===== src/rtl/alu_seq.sv =====
// Registered ALU with valid/ready handshakes on both sides, iterative one-bit-per-cycle
// shifts, and a full flag set (carry, zero, negative, overflow, illegal opcode).
module alu_seq #(
  parameter int unsigned DATA_W  = 8,
  parameter int unsigned OP_W    = 6,
  parameter int unsigned SHAMT_W = $clog2(DATA_W)
) (
  input  logic              clk,
  input  logic              rst_n,
  input  logic              in_valid,
  output logic              in_ready,
  input  logic [DATA_W-1:0] a,
  input  logic [DATA_W-1:0] b,
  input  logic [OP_W-1:0]   op,
  output logic              out_valid,
  input  logic              out_ready,
  output logic [DATA_W-1:0] rdo,
  output logic              carry,
  output logic              zero,
  output logic              neg,
  output logic              ovf,
  output logic              illegal
);

  localparam int unsigned MSB = DATA_W - 1;

  localparam logic [OP_W-1:0] OP_ADD = OP_W'(6'b100000);
  localparam logic [OP_W-1:0] OP_SUB = OP_W'(6'b100010);
  localparam logic [OP_W-1:0] OP_AND = OP_W'(6'b100100);
  localparam logic [OP_W-1:0] OP_OR  = OP_W'(6'b100101);
  localparam logic [OP_W-1:0] OP_XOR = OP_W'(6'b100110);
  localparam logic [OP_W-1:0] OP_NOR = OP_W'(6'b100111);
  localparam logic [OP_W-1:0] OP_SRL = OP_W'(6'b000010);
  localparam logic [OP_W-1:0] OP_SRA = OP_W'(6'b000011);
  localparam logic [OP_W-1:0] OP_SLL = OP_W'(6'b000000);

  // Shift kind is the low two opcode bits: 00 SLL, 10 SRL, 11 SRA
  localparam logic [1:0] SK_SLL = 2'b00;
  localparam logic [1:0] SK_SRL = 2'b10;

  typedef enum logic [1:0] {IDLE, SHIFT, DONE} state_t;

  state_t               state;
  logic [DATA_W-1:0]    work;
  logic [SHAMT_W-1:0]   cnt;
  logic [1:0]           kind;

  logic [DATA_W:0]      sum_c;
  logic [DATA_W:0]      diff_c;
  logic [DATA_W-1:0]    res_c;
  logic                 cy_c;
  logic                 ov_c;
  logic                 ill_c;
  logic                 is_shift_c;
  logic [SHAMT_W-1:0]   shamt_c;
  logic [DATA_W-1:0]    step_w_c;
  logic                 step_cy_c;

  // Single-cycle result for everything that does not need the shifter
  always_comb begin
    sum_c      = {1'b0, a} + {1'b0, b};
    diff_c     = {1'b0, a} - {1'b0, b};
    shamt_c    = b[SHAMT_W-1:0];
    res_c      = '0;
    cy_c       = 1'b0;
    ov_c       = 1'b0;
    ill_c      = 1'b0;
    is_shift_c = 1'b0;
    case (op)
      OP_ADD: begin
        res_c = sum_c[DATA_W-1:0];
        cy_c  = sum_c[DATA_W];
        ov_c  = (a[MSB] == b[MSB]) & (res_c[MSB] != a[MSB]);
      end
      OP_SUB: begin
        res_c = diff_c[DATA_W-1:0];
        cy_c  = diff_c[DATA_W];
        ov_c  = (a[MSB] != b[MSB]) & (res_c[MSB] != a[MSB]);
      end
      OP_AND: res_c = a & b;
      OP_OR:  res_c = a | b;
      OP_XOR: res_c = a ^ b;
      OP_NOR: res_c = ~(a | b);
      OP_SRL, OP_SRA, OP_SLL: begin
        is_shift_c = 1'b1;
        res_c      = a;
      end
      default: ill_c = 1'b1;
    endcase
  end

  // One-bit shift step of the working register
  always_comb begin
    step_w_c  = {work[MSB], work[DATA_W-1:1]};
    step_cy_c = work[0];
    if (kind == SK_SLL) begin
      step_w_c  = {work[DATA_W-2:0], 1'b0};
      step_cy_c = work[MSB];
    end else if (kind == SK_SRL) begin
      step_w_c  = {1'b0, work[DATA_W-1:1]};
    end
  end

  always_ff @(posedge clk) begin
    if (!rst_n) begin
      state     <= IDLE;
      in_ready  <= 1'b1;
      out_valid <= 1'b0;
      rdo       <= '0;
      carry     <= 1'b0;
      zero      <= 1'b0;
      neg       <= 1'b0;
      ovf       <= 1'b0;
      illegal   <= 1'b0;
      work      <= '0;
      cnt       <= '0;
      kind      <= '0;
    end else begin
      case (state)
        IDLE: begin
          if (in_valid) begin
            in_ready <= 1'b0;
            if (is_shift_c && (shamt_c != '0)) begin
              work  <= a;
              cnt   <= shamt_c;
              kind  <= op[1:0];
              state <= SHIFT;
            end else begin
              rdo       <= res_c;
              carry     <= cy_c;
              zero      <= (res_c == '0);
              neg       <= res_c[MSB];
              ovf       <= ov_c;
              illegal   <= ill_c;
              out_valid <= 1'b1;
              state     <= DONE;
            end
          end
        end
        SHIFT: begin
          work <= step_w_c;
          cnt  <= cnt - SHAMT_W'(1);
          if (cnt == SHAMT_W'(1)) begin
            rdo       <= step_w_c;
            carry     <= step_cy_c;
            zero      <= (step_w_c == '0);
            neg       <= step_w_c[MSB];
            ovf       <= 1'b0;
            illegal   <= 1'b0;
            out_valid <= 1'b1;
            state     <= DONE;
          end
        end
        DONE: begin
          if (out_ready) begin
            out_valid <= 1'b0;
            in_ready  <= 1'b1;
            state     <= IDLE;
          end
        end
        default: state <= IDLE;
      endcase
    end
  end

endmodule


===== config.mk =====
export PLATFORM = sky130hd
export DESIGN_NAME = alu_seq
export DESIGN_NICKNAME = d
export VERILOG_FILES = /design/src/rtl/alu_seq.sv
export SDC_FILE = /design/constraint.sdc
export NUM_CORES = 1
export LEC_CHECK = 0
export ABC_AREA = 1
export ABC_CLOCK_PERIOD_IN_PS = 2200
export CAP_MARGIN = 25
export CORE_ASPECT_RATIO = 1.75
export CORE_MARGIN = 5
export CORE_UTILIZATION = 56
export DETAILED_ROUTE_END_ITERATION = 6
export MAX_ROUTING_LAYER = met4
export PLACE_DENSITY = 0.88
export SYNTH_ARGS = -nofsm -noshare
export SYNTH_HDL_FRONTEND = slang
export SYNTH_SLANG_ARGS = --single-unit

===== constraint.sdc =====
create_clock -name clk -period 2.2 [get_ports clk]
set_clock_uncertainty 0.1 [all_clocks]
set_input_delay 0.44 -clock clk [delete_from_list [all_inputs] [get_ports clk]]
set_output_delay 0.44 -clock clk [all_outputs]
set_load 0.1 [all_outputs]

==> impl_metrics.tcl, run 1 <==
set metrics [dict create \
    outcome "finished with violations" \
    violations "design-rule violations" \
    holdBufCountCts 0 \
    synth-async-reset-ratio 0 \
    drc 2 \
    num_antenna_cells 0 \
    whs_path_depth 2 \
    vias_per_cell 5.87 \
    arrival_ns 2.21 \
    crit_type "input pin to flip-flop" \
    core_area_um2 5020 \
    cap_violations 0 \
    cellPowerDensity_nw_per_um2 444 \
    crit_cells 12 \
    min_to "kind[1]" \
    synth_area_leader_cell "dfxtp_1" \
    reg2regPathDepth 7 \
    drtIter0Drc 420 \
    cts_root_buf "clkbuf_8" \
    yosysWarnings 0 \
    grt-ovfl-total 0 \
    cts.path.max_buffers 2 \
    grt_use_total 0.328 \
    critPathBufInv 5 \
    routabilityCongestion 0.969 \
    vdd_drop_max_uv 208 \
    setup-violations-final 0 \
    multi_input_comb_area_um2 2200 \
    initial_utilization 0.583 \
    worst_path_largest_cell_delay_ns 0.44 \
    synth_edf_count 0 \
    worst_r2r_endpoint "zero" \
    nNetsFinal 669 \
    fp.dieH_um 106 \
    finalInstanceArea_um2 4300 \
    wl_per_cell_um 17.3 \
    antenna_found_initial 0 \
    worstHoldPathType "flip-flop to flip-flop" \
    cts_tree "done" \
    ff2ff_setup_slack_ns 0.34 \
    cpMostUsedCell "buf_4" \
    synth_most_common_cell "nand2_1" \
    holdWs_ns 0.356 \
    leakage_nw 2.23 \
    post-route-period-util 0.984 \
    grt_pass1_vias 3817 \
    worstMarginPinSlew_ns 0.494 \
    seq_area_um2 581 \
    hpwl_um 8260 \
    r2r_start "state[0]" \
    cp-start-kind "input pin" \
    vias 3935 \
    cts_buffers 5 \
    fmax_mhz 462 \
    die_w_um 64.6 \
    netlist_area_um2 2930 \
    yosysSeqAreaShare 0.198 \
    cts.sinks 29 \
    drive_gt1_frac 0.323 \
    syn_area_per_cell_um2 5.92 \
    holdCritStartpoint "kind[1]" \
    worstPathMaxFanout 14 \
    drt_first_pass_iters 7 \
    crit_path_cell_trace "clkdlybuf4s50_1 > buf_4 > nor2_4 > nand3_4 > inv_2 > o31ai_2 > or2_4 > nand2_4 > inv_6 > buf_4 > o21ai_2 > a21oi_1" \
    grt_pass1_wl_um 17100 \
    drtAntennaViolNets 0 \
    area_delta_synth_final_pct 46.9 \
    synth_ff_type "dfxtp_1" \
    crit_slowest_cell "clkdlybuf4s50_1" \
    synthTopCellsByArea "dfxtp_1 20%, nand2_1 16%, ha_1 11%" \
    path_clk_slew_ns 0.07 \
    nFillCells 317 \
    required_ns 2.25 \
    die_area_um2 6830 \
    rows 34 \
    ys_ff_latch 29 \
    synth_common_cells "124 x nand2_1, 74 x inv_1, 55 x nor2_1" \
    routed_wl_um 11600 \
    pin_count 41 \
    grt_max_degree 16 \
    io_buffers 40 \
    htree_levels 2 \
    worst_setup_path_end_kind "flip-flop" \
    syn_nets 548 \
    place_area_um2 3890 \
    synth_cell_types 36 \
    clk_latency_ns 0.28 \
    timing.final.hold_violations 0 \
    slew_viol_final 0 \
    cp_top_family "buffers and inverters" \
    yosysTopAreaCellShare 0.198 \
    period_needed_ns 2.16 \
    syn_inst 494 \
    slew_headroom 0.667 \
    rsz0062_at_grt "true" \
]
worst reg2reg max path, stage by stage (launching register included):
cell,delay [ns]
dfxtp_1,0.37
inv_1,0.12
nor2_2,0.15
buf_4,0.25
o21ai_0,0.24
nor4_1,0.37
nor2_1,0.07
a21oi_1,0.14
worst max path at each step:
stage               slack [ns]      to   from
floorplan                 0.15    zero   a[0]
global placement         -0.50    zero   a[0]
detailed placement       -0.59    zero   a[0]
CTS                      -0.03    zero   a[5]
global route             -0.05    zero   a[0]
finish                    0.04  rdo[7]  op[2]
routing by layer:
metal / vias to the layer above / routed length [um] / track usage
li1: 1820 / - / -
met1: 1765 / 3680 / 0.293
met4: 0 / 983 / 0.241
met2: 250 / 6080 / 0.607
met5: - / 0 / -
met3: 100 / 834 / 0.0426
where the power goes:
| part | internal [mW] | switching, mW | leakage (nW) | total (mW) |
|---|---|---|---|---|
| logic | 0.334 | 0.561 | 1.95 | 0.895 |
| clock network | 0.218 | 0.218 | 0.0439 | 0.436 |
| registers | 0.555 | 0.0218 | 0.236 | 0.577 |
cell families (layout without fill, tap and decap cells):
| group | Yosys count | count (layout) | synth area share |
|---|---|---|---|
| DFF | 29 | 29 | 0.198 |
| AOI/OAI and AO/OA | 88 | 88 | 0.166 |
| buffers and inverters | 94 | 216 | 0.130 |
| xor gates and xnor gates | 3 | 3 | 0.00898 |
| and+or+nand+nor | 252 | 252 | 0.372 |
| adders and majority gates | 28 | 28 | 0.125 |
sequential cells by signal, indices dropped and copies added (netlist names):
name and count:
ovf 1, zero 1, rdo 8, work 8
out_valid 1, illegal 1, cnt 3, carry 1
state 2, in_ready 1, kind 2
per-stage QoR:
stage          setup WS (ns)  instances  setup TNS [ns]  power, mW   util
6_report              0.0351        670               0       1.91  0.856
5_1_grt              -0.0508        670          -0.100       1.99  0.856
4_1_cts              -0.0274        664         -0.0274       1.85  0.828
3_5_place_dp          -0.587        656           -6.94       1.38  0.775
3_3_place_gp          -0.500        656           -5.34       1.36  0.775
2_1_floorplan          0.152        494               0       1.07      -
cell type report:
class | count | share of cell area
Sequential cell | 29 | 0.135
Clock inverter | 3 | 0.00407
Tap cell | 54 | 0.0157
Timing Repair Buffer | 128 | 0.246
Clock buffer | 5 | 0.0160
Multi-Input combinational cell | 371 | 0.512
Inverter | 80 | 0.0710
placed cells by master (no fill, tap or decap), types with 11 or more instances in the layout:
cell and n:
nand2_1 115, buf_4 98, inv_1 58, nor2_1 42
nand3_1 42, o21ai_0 31, dfxtp_1 29, a21oi_1 24
inv_2 20, ha_1 17, nor2_2 15, dlymetal6s2s_1 13
nand2_2 11
repair_timing:
action / in CTS / in global routing
pin swaps: 18 / 29
hold endpoints to repair: 0 / 0
setup endpoints to repair: 11 / 11
setup buffers: 0 / 6
cloned: 0 / 0
resized for setup: 54 / 57
(Power assumes the default switching activity.)
==> run 2: changes to the inputs <==
--- a/config.mk
+++ b/config.mk
@@ -11,6 +11,7 @@
 export CORE_ASPECT_RATIO = 1.75
 export CORE_MARGIN = 5
 export CORE_UTILIZATION = 56
+export CTS_CLUSTER_DIAMETER = 120
 export DETAILED_ROUTE_END_ITERATION = 6
 export MAX_ROUTING_LAYER = met4
 export PLACE_DENSITY = 0.88
==> results of run 2 <==
The final DEF is identical to that of run 1; final timing and power are the same.
==> run 3: changes to the inputs <==
--- a/config.mk
+++ b/config.mk
@@ -15,6 +15,7 @@
 export DETAILED_ROUTE_END_ITERATION = 6
 export MAX_ROUTING_LAYER = met4
 export PLACE_DENSITY = 0.88
+export SKIP_CTS_REPAIR_TIMING = 1
 export SYNTH_ARGS = -nofsm -noshare
 export SYNTH_HDL_FRONTEND = slang
 export SYNTH_SLANG_ARGS = --single-unit
==> run 3 against run 2 <==
Net effect: highest routed layer unchanged; cell area up 1.2%; clock-buffer cell count stayed put; setup slack better by 0.023 ns; die area did not move; first-iteration DRC count increased by 36%; maximum frequency grew 1.1%; sequential power about the same; largest cell class unchanged; the run still ends with design-rule violations left; largest power group unchanged; combinational power increased by 1%.
==> impl_metrics.tcl, run 3 (synthesized netlist as in run 1, its figures left out) <==
set metrics [dict create \
    vias 4074 \
    grt_max_degree 16 \
    drive_gt1_frac 0.319 \
    cts.path.max_buffers 2 \
    setup-violations-final 0 \
    nFillCells 295 \
    slew_viol_final 0 \
    hpwl_um 8260 \
    crit_path_cell_trace "clkbuf_2 > ha_4 > fa_2 > xor2_1 > nand2_1 > nand2_1 > nor2_2 > nand2_2 > nor2_2 > nand2_1 > nor2_1 > nand3_1 > a21oi_1" \
    outcome "finished with violations" \
    busiest_layer "met2" \
    r2r_start "state[0]" \
    clk_latency_ns 0.28 \
    grt_use_total 0.308 \
    die_w_um 64.6 \
    cts_tree "done" \
    area_delta_synth_final_pct 48.7 \
    period_needed_ns 2.14 \
    post-route-period-util 0.973 \
    nNetsFinal 671 \
    cap_violations 0 \
    core_area_um2 5020 \
    crit_cells 13 \
    worstPathMaxFanout 3 \
    gr-usage-met2 0.567 \
    crit_type "input pin to flip-flop" \
    cp-start-kind "input pin" \
    violations "design-rule violations" \
    slew_headroom 0.658 \
    final_common_cell "nand2_1" \
    ff2ff_setup_slack_ns 0.28 \
    grt_pass1_vias 3651 \
    top_regs "rdo (8), work (8), cnt (3)" \
    timing.final.hold_violations 0 \
    routed_wl_um 12100 \
    routabilityCongestion 0.969 \
    cellPowerDensity_nw_per_um2 442 \
    reg2regPathDepth 7 \
    worst_setup_path_end_kind "flip-flop" \
    cp_top_family "simple AND/OR/NAND/NOR gates" \
    drtAntennaViolNets 0 \
    drt_first_pass_iters 7 \
    startpoint "b[0]" \
    die_area_um2 6830 \
    grt_pass1_wl_um 16100 \
    antenna_found_initial 1 \
    grtUsageMet1 0.276 \
    cts_root_buf "clkbuf_8" \
    fmax_mhz 467 \
    cts.sinks 29 \
    grtUsageMet3 0.0415 \
    worst_path_largest_cell_delay_ns 0.38 \
    io_buffers 40 \
    fp.dieH_um 106 \
    initial_utilization 0.583 \
    drtIter0Drc 571 \
    cpMostUsedCell "nand2_1" \
    vdd_drop_max_uv 227 \
    worstHoldPathType "flip-flop to flip-flop" \
    pin_count 41 \
    cts_buffers 5 \
    leakage_nw 2.29 \
    crit_end "zero" \
    critPathBufInv 1 \
    mostFrequentLayoutCells "116 x nand2_1, 100 x buf_4, 59 x inv_1" \
    vias_per_cell 6.05 \
    arrival_ns 2.26 \
    worst_r2r_endpoint "zero" \
    wl_per_cell_um 18.0 \
    path_clk_slew_ns 0.07 \
    worstMarginPinSlew_ns 0.513 \
    drc 100 \
    htree_levels 2 \
    finalSetupTns_ns 0 \
    required_ns 2.31 \
    rows 34 \
    holdWs_ns 0.356 \
    grt-ovfl-total 0 \
    crit_slowest_cell "fa_2" \
]
## run 3: power breakdown
| part | internal, mW | leakage (nW) | switching, mW | total [mW] |
|---|---|---|---|---|
| combinational | 0.336 | 2.01 | 0.571 | 0.907 |
| sequential | 0.555 | 0.236 | 0.0219 | 0.577 |
| clock | 0.218 | 0.0439 | 0.219 | 0.437 |
| total | 1.11 | 2.29 | 0.812 | 1.92 |
## run 3: area by class of cell
cell class	instances	area (um^2)	area share
antenna	1	2.50	0.000575
clock buffer	5	68.8	0.0158
clock inverter	3	17.5	0.00403
inverter	80	305	0.0702
multi-input combinational	371	2220	0.510
sequential	29	581	0.133
tap	54	67.6	0.0155
timing repair buffer	130	1090	0.251
## run 3: tightest hold or removal path, cell delays in order (launching register included)
cell     delay, ns
dfxtp_1       0.31
inv_1         0.05
a21oi_1       0.05
## run 3: layer usage
layer  share of wire  up-vias
met5               0        -
met4           0.090        0
met3           0.069      124
met2            0.52      304
met1            0.32     1818
li1                -     1828
## run 3: worst min path at each step
stage / from / endpoint / slack, ns / depth (start not counted)
floorplan: kind[1] / kind[1] / 0.32 / 2
global placement: kind[1] / kind[1] / 0.33 / 2
detailed placement: kind[1] / kind[1] / 0.35 / 2
CTS: kind[1] / kind[1] / 0.36 / 2
global route: kind[1] / kind[1] / 0.38 / 2
finish: kind[1] / kind[1] / 0.36 / 2
## run 3: through the flow
step / instances / setup WS, ns / total power, mW / instance area, um^2 / utilization
2_1_floorplan: 494 / 0.152 / 1.07 / 2930 / -
3_3_place_gp: 656 / -0.500 / 1.36 / 3890 / 0.775
3_5_place_dp: 656 / -0.587 / 1.38 / 3890 / 0.775
4_1_cts: 664 / -0.324 / 1.80 / 3980 / 0.793
5_1_grt: 673 / -0.0640 / 2.01 / 4350 / 0.867
6_report: 673 / 0.0585 / 1.92 / 4350 / 0.867
